$ cat src/rtl/coe_buf_rd_ctrl_pkg.sv
// Shared definitions for the coefficient-buffer read controller: sample width,
// TU size encodings, FSM states and the TU word-count helper.
package coe_buf_rd_ctrl_pkg;

    localparam int PIXEL_WIDTH = 8;
    localparam int IDX_W       = 7;

    typedef enum logic [1:0] {
        TU_4X4   = 2'd0,
        TU_8X8   = 2'd1,
        TU_16X16 = 2'd2,
        TU_32X32 = 2'd3
    } tu_size_e;

    typedef enum logic [1:0] {
        ST_IDLE  = 2'd0,
        ST_READ  = 2'd1,
        ST_DRAIN = 2'd2,
        ST_DONE  = 2'd3
    } state_e;

    // Index of the final word of a TU (NxN samples, 8 samples per word, minus one).
    function automatic logic [IDX_W-1:0] tu_last_idx(input logic [1:0] tu_size);
        logic [IDX_W-1:0] idx;
        idx = '0;
        case (tu_size_e'(tu_size))
            TU_4X4:   idx = 7'd1;
            TU_8X8:   idx = 7'd7;
            TU_16X16: idx = 7'd31;
            TU_32X32: idx = 7'd127;
            default:  idx = 7'd1;
        endcase
        return idx;
    endfunction

endpackage

$ cat src/rtl/coe_buf_rd_fifo.sv
// Small synchronous skid FIFO sitting between the buffer read port and the
// downstream handshake; head word is presented combinationally on o_data.
module coe_buf_rd_fifo #(
    parameter int DEPTH = 2,
    parameter int WIDTH = 64,
    parameter int CNT_W = $clog2(DEPTH + 1)
) (
    input  logic             clk,
    input  logic             rst_n,
    input  logic             i_push,
    input  logic             i_pop,
    input  logic [WIDTH-1:0] i_data,
    output logic [WIDTH-1:0] o_data,
    output logic             o_full,
    output logic             o_empty,
    output logic [CNT_W-1:0] o_count
);

    localparam int PTR_W = (DEPTH > 1) ? $clog2(DEPTH) : 1;

    logic [WIDTH-1:0] r_mem [DEPTH];
    logic [PTR_W-1:0] r_wr_ptr;
    logic [PTR_W-1:0] r_rd_ptr;
    logic [CNT_W-1:0] r_count;
    logic             w_push;
    logic             w_pop;

    function automatic logic [PTR_W-1:0] ptr_next(input logic [PTR_W-1:0] p);
        return (p == PTR_W'(DEPTH - 1)) ? '0 : p + PTR_W'(1);
    endfunction

    assign o_full  = (r_count == CNT_W'(DEPTH));
    assign o_empty = (r_count == '0);
    assign o_count = r_count;
    assign o_data  = r_mem[r_rd_ptr];

    assign w_push = i_push && !o_full;
    assign w_pop  = i_pop && !o_empty;

    always_ff @(posedge clk or negedge rst_n) begin
        if (!rst_n) begin
            for (int i = 0; i < DEPTH; i++) begin
                r_mem[i] <= '0;
            end
            r_wr_ptr <= '0;
            r_rd_ptr <= '0;
            r_count  <= '0;
        end else begin
            if (w_push) begin
                r_mem[r_wr_ptr] <= i_data;
                r_wr_ptr        <= ptr_next(r_wr_ptr);
            end
            if (w_pop) begin
                r_rd_ptr <= ptr_next(r_rd_ptr);
            end
            case ({w_push, w_pop})
                2'b10:   r_count <= r_count + CNT_W'(1);
                2'b01:   r_count <= r_count - CNT_W'(1);
                default: r_count <= r_count;
            endcase
        end
    end

endmodule

$ cat src/rtl/coe_buf_rd_ctrl.sv
// Read-side controller for the 64x512 coefficient buffer: streams one TU over valid/ready.
// Optional coded-block-flag accumulation is built when COE_BUF_RD_CBF_EN is defined.
module coe_buf_rd_ctrl
    import coe_buf_rd_ctrl_pkg::*;
#(
    parameter int ADDR_W     = 9,
    parameter int DATA_W     = PIXEL_WIDTH * 8,
    parameter int FIFO_DEPTH = 2
) (
    input  logic              clk,
    input  logic              rst_n,
    input  logic              start_i,
    input  logic [1:0]        tu_size_i,
    input  logic [ADDR_W-1:0] base_addr_i,
    output logic              b_re_o,
    output logic [ADDR_W-1:0] b_addr_o,
    input  logic [DATA_W-1:0] b_data_i,
    output logic              coe_valid_o,
    input  logic              coe_ready_i,
    output logic [DATA_W-1:0] coe_data_o,
    output logic              coe_last_o,
    output logic              busy_o,
    output logic              done_o,
    output logic              cbf_o,
    output logic [1:0]        dbg_state_o
);

    localparam int CNT_W = $clog2(FIFO_DEPTH + 1);
    localparam int OCC_W = CNT_W + 1;

    state_e            r_state;
    state_e            w_next_state;
    logic [1:0]        r_tu_size;
    logic [ADDR_W-1:0] r_base;
    logic [IDX_W-1:0]  r_rd_cnt;
    logic [IDX_W-1:0]  r_out_cnt;
    logic              r_inflight;

    logic              w_start;
    logic              w_issue;
    logic              w_push;
    logic              w_pop;
    logic              w_fifo_full;
    logic              w_fifo_empty;
    logic [CNT_W-1:0]  w_fifo_count;
    logic [OCC_W-1:0]  w_occupancy;
    logic [IDX_W-1:0]  w_last_idx;
    logic              w_drain_done;

    // Handshake: a word moves when coe_valid_o & coe_ready_i; while valid & !ready the
    // FIFO head (data) and the output counter (last) cannot change, and valid only drops by a pop.
    assign w_last_idx  = tu_last_idx(r_tu_size);
    assign w_start     = start_i && (r_state == ST_IDLE);
    assign coe_valid_o = !w_fifo_empty;
    assign w_pop       = coe_valid_o && coe_ready_i;
    assign coe_last_o  = coe_valid_o && (r_out_cnt == w_last_idx);
    assign w_push      = r_inflight && !w_fifo_full;

    // A word leaving this cycle frees its slot, so a depth-2 FIFO sustains one word per cycle.
    assign w_occupancy = OCC_W'(w_fifo_count) + OCC_W'(r_inflight) - OCC_W'(w_pop);
    assign w_issue     = (r_state == ST_READ) && (w_occupancy < OCC_W'(FIFO_DEPTH));
    assign b_re_o      = w_issue;
    assign b_addr_o    = w_issue ? (r_base + ADDR_W'(r_rd_cnt)) : '0;

    assign w_drain_done = !r_inflight &&
                          (w_fifo_empty || ((w_fifo_count == CNT_W'(1)) && w_pop));

    always_comb begin
        w_next_state = r_state;
        busy_o       = 1'b0;
        done_o       = 1'b0;
        case (r_state)
            ST_IDLE: begin
                if (start_i) begin
                    w_next_state = ST_READ;
                end
            end
            ST_READ: begin
                busy_o = 1'b1;
                if (w_issue && (r_rd_cnt == w_last_idx)) begin
                    w_next_state = ST_DRAIN;
                end
            end
            ST_DRAIN: begin
                busy_o = 1'b1;
                if (w_drain_done) begin
                    w_next_state = ST_DONE;
                end
            end
            ST_DONE: begin
                done_o       = 1'b1;
                w_next_state = ST_IDLE;
            end
            default: w_next_state = ST_IDLE;
        endcase
    end

    assign dbg_state_o = r_state;

    always_ff @(posedge clk or negedge rst_n) begin
        if (!rst_n) begin
            r_state    <= ST_IDLE;
            r_tu_size  <= '0;
            r_base     <= '0;
            r_rd_cnt   <= '0;
            r_out_cnt  <= '0;
            r_inflight <= 1'b0;
        end else begin
            r_state    <= w_next_state;
            r_inflight <= w_issue;
            if (w_start) begin
                r_tu_size <= tu_size_i;
                r_base    <= base_addr_i;
                r_rd_cnt  <= '0;
                r_out_cnt <= '0;
            end else begin
                if (w_issue) begin
                    r_rd_cnt <= r_rd_cnt + IDX_W'(1);
                end
                if (w_pop) begin
                    r_out_cnt <= r_out_cnt + IDX_W'(1);
                end
            end
        end
    end

    coe_buf_rd_fifo #(
        .DEPTH (FIFO_DEPTH),
        .WIDTH (DATA_W),
        .CNT_W (CNT_W)
    ) u_fifo (
        .clk     (clk),
        .rst_n   (rst_n),
        .i_push  (w_push),
        .i_pop   (w_pop),
        .i_data  (b_data_i),
        .o_data  (coe_data_o),
        .o_full  (w_fifo_full),
        .o_empty (w_fifo_empty),
        .o_count (w_fifo_count)
    );

`ifdef COE_BUF_RD_CBF_EN
    logic r_cbf;

    always_ff @(posedge clk or negedge rst_n) begin
        if (!rst_n) begin
            r_cbf <= 1'b0;
        end else if (w_start) begin
            r_cbf <= 1'b0;
        end else if (w_pop && (|coe_data_o)) begin
            r_cbf <= 1'b1;
        end
    end

    assign cbf_o = done_o && r_cbf;
`else
    assign cbf_o = 1'b1;
`endif

endmodule

$ cat config.mk
export PLATFORM = sky130hd
export DESIGN_NAME = coe_buf_rd_ctrl
export DESIGN_NICKNAME = d
export VERILOG_FILES = /design/src/rtl/coe_buf_rd_ctrl_pkg.sv /design/src/rtl/coe_buf_rd_fifo.sv /design/src/rtl/coe_buf_rd_ctrl.sv
export SDC_FILE = /design/constraint.sdc
export NUM_CORES = 1
export LEC_CHECK = 0
export ABC_AREA = 1
export ABC_CLOCK_PERIOD_IN_PS = 6550
export CAP_MARGIN = 30
export CORE_ASPECT_RATIO = 1.4
export CORE_MARGIN = 2
export CORE_UTILIZATION = 52
export CTS_CLUSTER_SIZE = 40
export DETAILED_ROUTE_END_ITERATION = 6
export PLACE_DENSITY = 0.81
export SLEW_MARGIN = 15
export SYNTH_ARGS = -nofsm -noshare
export SYNTH_HDL_FRONTEND = slang
export SYNTH_SLANG_ARGS = --single-unit
$ cat constraint.sdc
create_clock -name clk -period 6.55 [get_ports clk]
set_input_delay 1.965 -clock clk [delete_from_list [all_inputs] [get_ports clk]]
set_output_delay 1.965 -clock clk [all_outputs]
set_load 0.03 [all_outputs]
==> results of run 1 <==
==> cell type report <==
cell class / instances / area (µm²)
clock buffer: 18 / 429.2
multi-input combinational: 650 / 3183
fill: 1224 / 4840
timing repair buffer: 172 / 1695
clock inverter: 14 / 122.6
inverter: 108 / 405.4
sequential: 160 / 4005
tap: 192 / 240.2
==> routing by layer <==
layer	vias to the layer above	routed length, µm
li1	3295	-
met1	3082	7469
met2	167	9303
met3	24	815
met4	0	297
met5	-	0
==> tightest hold or removal path: stages, from the launching register on <==
cell and delay [ns]:
dfrtp_1 0.34, nand2_1 0.06, o21ai_2 0.05
==> flip-flops by register name, indices dropped and copies added, names as in the netlist, 2 cells and up <==
signal / cells
u_fifo.r_mem: 128
u_fifo.o_count: 2
dbg_state_o: 2
r_base: 9
r_out_cnt: 7
r_tu_size: 2
r_rd_cnt: 7
==> repair_timing <==
action,CTS,global route
gates resized for setup,0,1
setup buffers,0,3
hold buffers,0,0
setup endpoints to repair,0,4
==> synthesized netlist by cell type (2+ instances only) <==
cell	n	area (µm²)
a21oi_1	23	115.1
buf_6	13	146.4
nand4_1	2	12.51
inv_1	104	390.4
o21ai_1	10	50.05
o21a_1	2	15.01
nor2_1	21	78.83
dfrtp_1	160	4004
nor2_4	2	22.52
clkbuf_1	17	63.81
nand2_1	396	1486
xor2_1	2	17.52
o21ai_0	84	420.4
nor3_1	3	15.01
buf_1	11	41.29
fa_1	2	40.04
inv_2	4	15.01
nor4_1	2	12.51
xnor2_1	2	17.52
or2_2	2	12.51
o21ai_2	55	481.7
nand3_1	14	70.07
buf_2	6	30.03
ha_1	19	237.7
nand2_2	2	12.51
==> per-stage QoR <==
stage	cell area (µm²)	std cells	setup slack [ns]	power (W)	hold WS (ns)
after floorplan	7860	965	0.2418	0.003748	0.4529
after global placement	9450	1276	0.1605	0.004735	0.4641
after detailed placement	9498	1278	0.1244	0.004822	0.4678
after CTS	10050	1310	0.1200	0.005760	0.4832
after global routing	10080	1314	0.02392	0.006150	0.5026
final	10080	1314	0.1786	0.005740	0.4817
==> worst max path at each step <==
stage                     cells after the start         from           to  slack (ns)
after global placement                       13  coe_ready_i  b_addr_o[3]        0.16
final                                        13  coe_ready_i  b_addr_o[3]        0.18
after floorplan                              12  coe_ready_i  b_addr_o[2]        0.24
after CTS                                    13  coe_ready_i  b_addr_o[3]        0.12
after global routing                         13  coe_ready_i  b_addr_o[3]        0.02
after detailed placement                     13  coe_ready_i  b_addr_o[3]        0.12
==> kinds of logic (layout without fill, tap and decap cells) <==
| family | count (synthesis) | after routing | share of synthesized area (%) |
|---|---|---|---|
| other | 1 | 1 | 0.04771 |
| AND/OR/NAND/NOR | 446 | 447 | 22.16 |
| AO/OA/AOI/OAI | 177 | 177 | 14.04 |
| adder cells (fa/ha/maj) | 21 | 21 | 3.534 |
| buffers and inverters | 156 | 312 | 8.835 |
| XOR/XNOR | 4 | 4 | 0.4458 |
| flip-flops | 160 | 160 | 50.94 |
==> power by group <==
group | internal (W) | total [W] | switching [W]
clock network | 0.000497 | 0.000916 | 0.000419
logic | 0.00119 | 0.00306 | 0.00187
registers | 0.00148 | 0.00176 | 0.000284
==> reports/metrics.cfg, run 1 <==
[sta]
fin_crit_sh_pct=97.27
hold_viol_final=0
drv_slew=0
fin_tns_setup_ns=0
fmax_mhz=157.0
setup_viol=0
worstMarginPinSlew_ns=0.8962
slew_headroom_pct=40.17
fin_skew_ns=0.009789
rsz0062_at_grt=false
period_needed_ns=6.371

[critical_path]
worst_path_largest_cell_delay_ns=0.49
cp_top_family=buffers and inverters
regToRegSetupSlack_ns=3.40
path_cells=clkdlybuf4s50_1, nand2_2, inv_2, ha_1, or2_2, fa_1, nand2_1, inv_1, nand2_2, nor2_4, inv_2, nor3_1, buf_4
arrival_ns=4.41
path_class=in -> out
r2r_cells=21
r2r-end=dbg_state_o[1]
start_kind=input port
worstPathRequired_ns=4.59
slowest_stage=clkdlybuf4s50_1
endpoint_kind=output port
reg2reg_from=u_fifo.o_count[0]
critPathMaxFanout=5
crit_buf_inv=5

[final_layout]
drive_gt1_share_pct=11.41
final_nets=1209
syn_to_final_growth_pct=28.26
diodes=0
fin_util_pct=67.56
final_common_cell=nand2_1
most-common-layout-cells=nand2_1 (395), dfrtp_1 (159), clkdlybuf4s50_1 (147), inv_1 (103), o21ai_0 (84)

[die]
core_area_um2=14920
die_h_um=149.5
die_x_um=107.9
dieArea_um2=16130
ios=160
rows=53
initial_core_util_pct=52.68

[clocking]
htree_levels=4
cts-root-buf=clkbuf_16
clock_sinks=160
cts_tree=yes
cts_buffers=17
cts_buffer_depth=2
path_clk_slew_ns=0.06
clock_latency_ns=0.41

[logic_synthesis]
async_flop_share_pct=100.0
synth.ff_latch_count=160
synth_edf_count=0
synth_nets=1065
synthFlopType=dfrtp_1
synth_cells=965
yosysUniqueCellTypes=32
syn_area_um2=7860
synth.avg_cell_area_um2=8.145
yosysWarnings=0
ys_seq_area_share_pct=50.94

[flow_run]
cap_violations=0

[pwr]
peakVddDrop_uv=312.6
power-per-cell-area_nw_per_um2=569.4
power_leakage_nw=5.172

[global_routing]
track_usage_pct=22.63
grt_pass1_wl_mm=29.03
grt_max_degree=93
antenna_found_initial=0
grtUsageMet1_pct=28.25
grt_pass1_vias=6202
met3_usage_pct=4.791
gr-total-overflow=0
grt-busiest-layer=met2
grtUsageMet2_pct=39.09

[worst_hold_path]
hold_class=reg -> reg
min_to=u_fifo.r_mem[94]
worstHoldStart=u_fifo.r_mem[94]
holdPathStages=2

[routing]
vias_per_cell=4.998
drc_errors=0
drt_iter0_markers=392
dr.pass1.iters=5
postRouteAntennaNets=0
wire_per_inst_um=13.61
wirelength_mm=17.89
num_vias=6568

[placement]
portBuffers=158
hpwl_mm=12.02
gp_congestion=0.8118

[run_status]
outcome=completed

(Power assumes the default switching activity.)
==> run 2, diff against run 1 <==
Settings changed: ABC_CLOCK_PERIOD_IN_PS 6550 to 5500, CELL_PAD_IN_SITES_DETAIL_PLACEMENT set to 1, CELL_PAD_IN_SITES_GLOBAL_PLACEMENT set to 2, CORE_UTILIZATION 52 to 27, PLACE_DENSITY 0.81 to 0.76.
Clock period 6.55 ns to 5.5 ns, I/O delays scaled along.
==> run 2 against run 1 <==
- global-route usage decreased by 8.3 points
- design area rose by 2.9%
- sequential cell count did not move
- critical path type unchanged
- via count fell by 0.14%
- setup slack worse by 0.039 ns
- hold slack hardly changed
- clock-buffer cell count decreased by 1
- sequential share of layout area is 1.1 points lower
==> reports/metrics.cfg, run 2 (synthesis gave the netlist of run 1 again) <==
[critical_path]
r2r-end=dbg_state_o[0]
worstPathRequired_ns=3.85  ; -0.74 ns
endpoint_kind=output port
path_cells=clkdlybuf4s15_2, nand2_2, inv_2, ha_4, or2_4, fa_1, nand2_1, inv_1, nand2_2, nor2_4, buf_6, nand2_1, nor2_1, buf_4
regToRegSetupSlack_ns=2.45  ; -0.95 ns
critPathMaxFanout=6  ; +1
slowest_stage=fa_1
r2r_cells=20  ; -4.8%
start_kind=input port
worst_path_largest_cell_delay_ns=0.48  ; about the same
cp-endpoint=b_addr_o[8]
arrival_ns=3.71  ; -0.70 ns
path_class=in -> out
startpoint=coe_ready_i
reg2reg_from=u_fifo.o_count[0]

[placement]
portBuffers=158  ; unchanged
place_area_um2=9771  ; +2.9%
hpwl_mm=14.35  ; +19%
gp_congestion=0.7323  ; -9.8%
pre_cts_ws_ns=-0.3584  ; -0.4828 ns

[sta]
fin_crit_sh_pct=97.46
setup_slack_ns=0.1400  ; -0.03867 ns
timing.hold.ws_ns=0.4815  ; -0.0001940 ns
period_needed_ns=5.360
worstMarginPinSlew_ns=0.8492  ; -0.04698 ns
setup_viol=0  ; unchanged
drv_slew=0  ; unchanged
fin_skew_ns=0.01109  ; +0.001301 ns
hold_viol_final=0  ; unchanged
slew_headroom_pct=43.38  ; +3.2 points
fmax_mhz=186.6
rsz0062_at_grt=false

[die]
dieArea_um2=30510  ; +89%
die_h_um=205.9  ; +38%
rows=73  ; +38%
die_x_um=148.2  ; +37%
core_area_um2=28500  ; +91%
initial_core_util_pct=27.58  ; -25 points
ios=160  ; unchanged

[pwr]
internal_power_w=0.003814  ; +21%
clockPowerShare_pct=16.4  ; +0.4 points
power-per-cell-area_nw_per_um2=667.6  ; +17%
peakVddDrop_uv=260.9  ; -17%
pwr-share-comb_pct=53.5  ; about the same
power_leakage_nw=5.175  ; about the same
power.switching_w=0.003113  ; +21%
p_sw_share_pct=44.94  ; +0.070 points
p_seq_share_pct=30.1  ; -0.6 points

[clocking]
cts-root-buf=clkbuf_16
path_clk_slew_ns=0.06  ; about the same
htree_levels=4  ; unchanged
cts_tree=yes
clock_latency_ns=0.43  ; +0.02 ns
cts_buffer_depth=2  ; unchanged
hold_buffers=0  ; unchanged
clock_sinks=160  ; unchanged
cts_buffers=17  ; unchanged

[routing]
drt_iter0_markers=251  ; -36%
wire_per_inst_um=14.12  ; +3.7%
drc_errors=0  ; unchanged
dr.pass1.iters=4  ; -1
num_vias=6559  ; -0.14%
vias_per_cell=4.379  ; -12%
wirelength_mm=21.15  ; +18%
postRouteAntennaNets=0  ; unchanged

[final_layout]
reg.largest.list=u_fifo.r_mem: 128 flops, r_base: 9 flops
fill_cells=3402  ; +180%
top_register=u_fifo.r_mem
final_area_um2=10380  ; +2.9%
final_common_cell=nand2_1
most-common-layout-cells=nand2_1 (395), dfrtp_1 (159), clkdlybuf4s50_1 (146), inv_1 (103), o21ai_0 (81)
syn_to_final_growth_pct=32.00
final_nets=1209  ; unchanged
drive_gt1_share_pct=12.03  ; +0.62 points
largest_reg_flops=128  ; unchanged

[flow_run]
cap_violations=0  ; unchanged

[run_status]
outcome=completed

[global_routing]
track_usage_pct=14.31  ; -8.3 points
grt_pass1_wl_mm=34.60  ; +19%
gr-total-overflow=0  ; unchanged
grt_max_degree=88  ; -5.4%
antenna_found_initial=1  ; +1
grt_pass1_vias=6862  ; +11%

[worst_hold_path]
hold_class=reg -> reg

run 2: layer usage:
layer  global-route usage [%]  up-vias  routed length, µm
met1                    16.40     3155               8935
met3                    2.737       17                615
met2                    26.69      107              11300
met5                        0        -                  0
met4                    4.524        0                306
li1                         -     3280                  -
run 2: worst min-delay path by stage:
stage,from,to,cells after the start
floorplan,u_fifo.r_mem[17],u_fifo.r_mem[17],2
CTS,u_fifo.r_mem[86],u_fifo.r_mem[86],2
detailed placement,u_fifo.r_mem[89],u_fifo.r_mem[89],2
global placement,u_fifo.r_mem[114],u_fifo.r_mem[114],2
finish,u_fifo.r_mem[108],u_fifo.r_mem[108],2
global route,u_fifo.r_mem[76],u_fifo.r_mem[76],2
run 2: through the flow:
stage                     utilization, %  std cells  TNS [ns]  total power [W]
final                              36.41       1498         0         0.006926
after CTS                          36.40       1497         0         0.007072
after detailed placement           34.29       1463    -2.773         0.005865
after floorplan                        -        965         0         0.004473
after global routing               36.41       1498         0         0.007488
after global placement             34.19       1462    -2.345         0.005779
run 2: repair_timing:
item                       4_1_cts  5_1_grt
resized for setup               10        0
buffers inserted                 2        0
setup endpoints to repair       10        6
pin swaps                        5        3
run 2: worst max-delay path: cells and delay by family:
kind                       cells  cell delay [ns]
and+or+nand+nor                7             0.74
adders and majority gates      2             0.70
buffers and inverters          5             0.62
run 2: power groups by stage:
stage	clock [W]	combinational (W)	sequential, W
after floorplan	0	0.00244	0.00203
after global placement	0	0.00369	0.00209
after detailed placement	0	0.00376	0.00211
after CTS	0.00119	0.00380	0.00209
after global routing	0.00123	0.00410	0.00216
final	0.00113	0.00371	0.00209
run 2: layout make-up:
type	count	area [µm²]	share of cell area, %
clock buffer	17	425.4	4.100
clock inverter	15	138.9	1.339
sequential	160	4005	38.60
timing repair buffer	173	1720	16.58
tap	375	469.2	4.522
antenna	1	2.502	0.02412
multi-input combinational	649	3208	30.92
inverter	108	405.4	3.907
==> patch (settings of run 1) <==
Set the parameter `ADDR_W` to 8 (it was 9).
--- a/src/rtl/coe_buf_rd_ctrl.sv
+++ b/src/rtl/coe_buf_rd_ctrl.sv
@@ -5,3 +5,3 @@
 #(
-    parameter int ADDR_W     = 9,
+    parameter int ADDR_W     = 8,
     parameter int DATA_W     = PIXEL_WIDTH * 8,
Ports: changed (resized b_addr_o and base_addr_i); port bits go from 160 to 158. No check against the original RTL was run, so the function may have changed too.
==> patch against run 1 <==
Via count decreased by 3.3%. Critical path depth unchanged. Total power down 0.57%. Register-to-register slack better by 180 ps. Core utilization up 1.1 points. Setup slack gained 58 ps. Routed wire length down 2.9%. Area after synthesis decreased by 1.2%. Sequential cell count down 1. Final area shrank 1.2%.
==> patch: results (changes against run 1) <==
\begin{tabular}{lr}
\hline
Metric & Value \\
\hline
\multicolumn{2}{l}{\textbf{Power and ir drop}} \\
Worst VDD drop & 0.308 mV (-1.5\%) \\
Net load switching power & 2.54 mW (-1.4\%) \\
Leakage power figure & 5.12 nW (-1.1\%) \\
\multicolumn{2}{l}{\textbf{Route}} \\
Pre-antenna DRT Iters & 5 (unchanged) \\
Wire per inst & 13.5 um (-0.50\%) \\
DRT iter0 DRCs & 439 (+12\%) \\
Ratio of routed vias to standard cells & 4.95 (-0.95\%) \\
\multicolumn{2}{l}{\textbf{Cells and area}} \\
Biggest regs & u\_fifo.r\_mem (128), r\_base (8) \\
Share of post-route cells with drive strength above 1 & 11.1\% (-0.35 points) \\
Final-layout fill cell count & 1,161 (-5.1\%) \\
Total Nets Final & 1,180 (-2.4\%) \\
\multicolumn{2}{l}{\textbf{Worst setup path}} \\
R2R setup slack & 3580 ps (+180 ps) \\
Number of cell instances on the worst register-to-register path & 16 (-24\%) \\
Endpoint of the most critical register-to-register path & r\_rd\_cnt[6] \\
Worst reg2reg startpoint & u\_fifo.o\_count[1] \\
Worst endpoint data arrival time & 4350 ps (-60 ps) \\
CP max FO & 8 (+3) \\
\multicolumn{2}{l}{\textbf{Logic synthesis}} \\
Cell types with the highest counts after synthesis & nand2\_1 (387), dfrtp\_1 (159), inv\_1 (98), o21ai\_0 (83), o21ai\_2 (50) \\
Dominant cells by area after synthesis & dfrtp\_1 (51\%), nand2\_1 (19\%), o21ai\_2 (5.6\%) \\
Post-synth net total & 1,042 (-2.2\%) \\
Sequential fraction of the synthesis area & 51.2\% (+0.28 points) \\
Distinct cell type count after synthesis & 38 (+19\%) \\
\multicolumn{2}{l}{\textbf{GRT}} \\
Pin count of the biggest net entering global routing & 79 (-15\%) \\
Gr usage total & 23.1\% (+0.50 points) \\
Antenna violations before repair & 0 (unchanged) \\
Vias in the first global route & 6,188 (-0.23\%) \\
Wire length of the first global-routing pass & 29,400 um (+1.2\%) \\
\multicolumn{2}{l}{\textbf{Placement}} \\
Port buffer count & 156 (-1.3\%) \\
Estimated wirelength of the detail-placed design & 11,500 um (-4.3\%) \\
Placer's final routability congestion estimate & 0.826 (+1.7\%) \\
\multicolumn{2}{l}{\textbf{Timing}} \\
Final setup skew & 9.55 ps (-0.243 ps) \\
Worst slack on hold paths & 482 ps (-0.0780 ps) \\
Transition at the pin with the smallest max-transition slack & 956 ps (+59.7 ps) \\
\multicolumn{2}{l}{\textbf{Status}} \\
Run status & finished clean \\
\multicolumn{2}{l}{\textbf{Worst hold path}} \\
Worst min path class & flop to flop \\
Min-delay src & u\_fifo.r\_mem[121] \\
End of the worst hold path & u\_fifo.r\_mem[121] \\
Worst hold path stage count & 2 (unchanged) \\
\multicolumn{2}{l}{\textbf{Clocking}} \\
Number of H-tree levels & 4 (unchanged) \\
Post-CTS Resized & 0 (unchanged) \\
CTS buffer count & 17 (unchanged) \\
\hline
\end{tabular}
-- patch: metal layers --
| metal | global-route usage [%] | part of all wire, % | up-vias |
|---|---|---|---|
| met5 | 0 | 0 | - |
| met4 | 8.05 | 2.1 | 0 |
| met3 | 4.38 | 4.2 | 28 |
| met2 | 40.7 | 52 | 136 |
| met1 | 28.3 | 41 | 2976 |
| li1 | - | - | 3212 |
-- patch: layout make-up --
| cell class | count | area, um^2 | area share [%] |
|---|---|---|---|
| well taps | 189 | 236 | 2.37 |
| inverters | 101 | 379 | 3.81 |
| flip-flops and latches | 159 | 3980 | 40.0 |
| multi-input cells | 636 | 3130 | 31.4 |
| clock inverters | 15 | 155 | 1.56 |
| clock buffers | 17 | 425 | 4.27 |
| repair buffers | 166 | 1660 | 16.6 |
-- patch: worst max-delay path by stage --
stage,end,slack (ps),startpoint,depth (start not counted)
3_5_place_dp,b_addr_o[2],240,coe_ready_i,13
6_report,b_addr_o[3],240,coe_ready_i,13
4_1_cts,b_addr_o[2],240,coe_ready_i,13
2_1_floorplan,b_addr_o[2],350,coe_ready_i,12
3_3_place_gp,b_addr_o[4],280,coe_ready_i,13
5_1_grt,b_addr_o[3],70,coe_ready_i,13
-- patch: per-stage QoR --
stage	setup slack [ps]	utilization, %	power (mW)	std cells	area, um^2
6_report	236	68.7	5.71	1283	9960
5_1_grt	67.4	68.7	6.13	1283	9960
4_1_cts	238	68.5	5.75	1282	9930
3_5_place_dp	245	64.5	4.76	1250	9350
3_3_place_gp	285	64.3	4.69	1249	9330
2_1_floorplan	349	-	3.73	943	7770
-- patch: critical path, stage by stage --
cell and delay [ps]:
clkdlybuf4s50_1 450, nand2_2 140, inv_2 70, ha_1 280, inv_1 50, nand2_1 60, fa_1 500, nand2_1 50
nand3b_4 150, inv_1 200, o21ai_0 130, a21oi_1 130, buf_4 170
-- patch: cell families after synthesis --
kind of cell / Yosys count / synth area share, %
buffers and inverters: 148 / 8.66
flip-flops: 159 / 51.2
XOR/XNOR: 4 / 0.451
AND/OR/NAND/NOR: 439 / 22.4
AO/OA/AOI/OAI: 171 / 13.6
adder cells (fa/ha/maj): 21 / 3.58
other: 1 / 0.0483
-- patch: power groups by stage --
| stage | clock (mW) | combinational (mW) | sequential, mW |
|---|---|---|---|
| after floorplan | 0 | 2.03 | 1.70 |
| after global placement | 0 | 2.93 | 1.76 |
| after detailed placement | 0 | 2.98 | 1.79 |
| after CTS | 0.975 | 3.00 | 1.78 |
| after global routing | 1.02 | 3.27 | 1.84 |
| final | 0.957 | 2.97 | 1.78 |
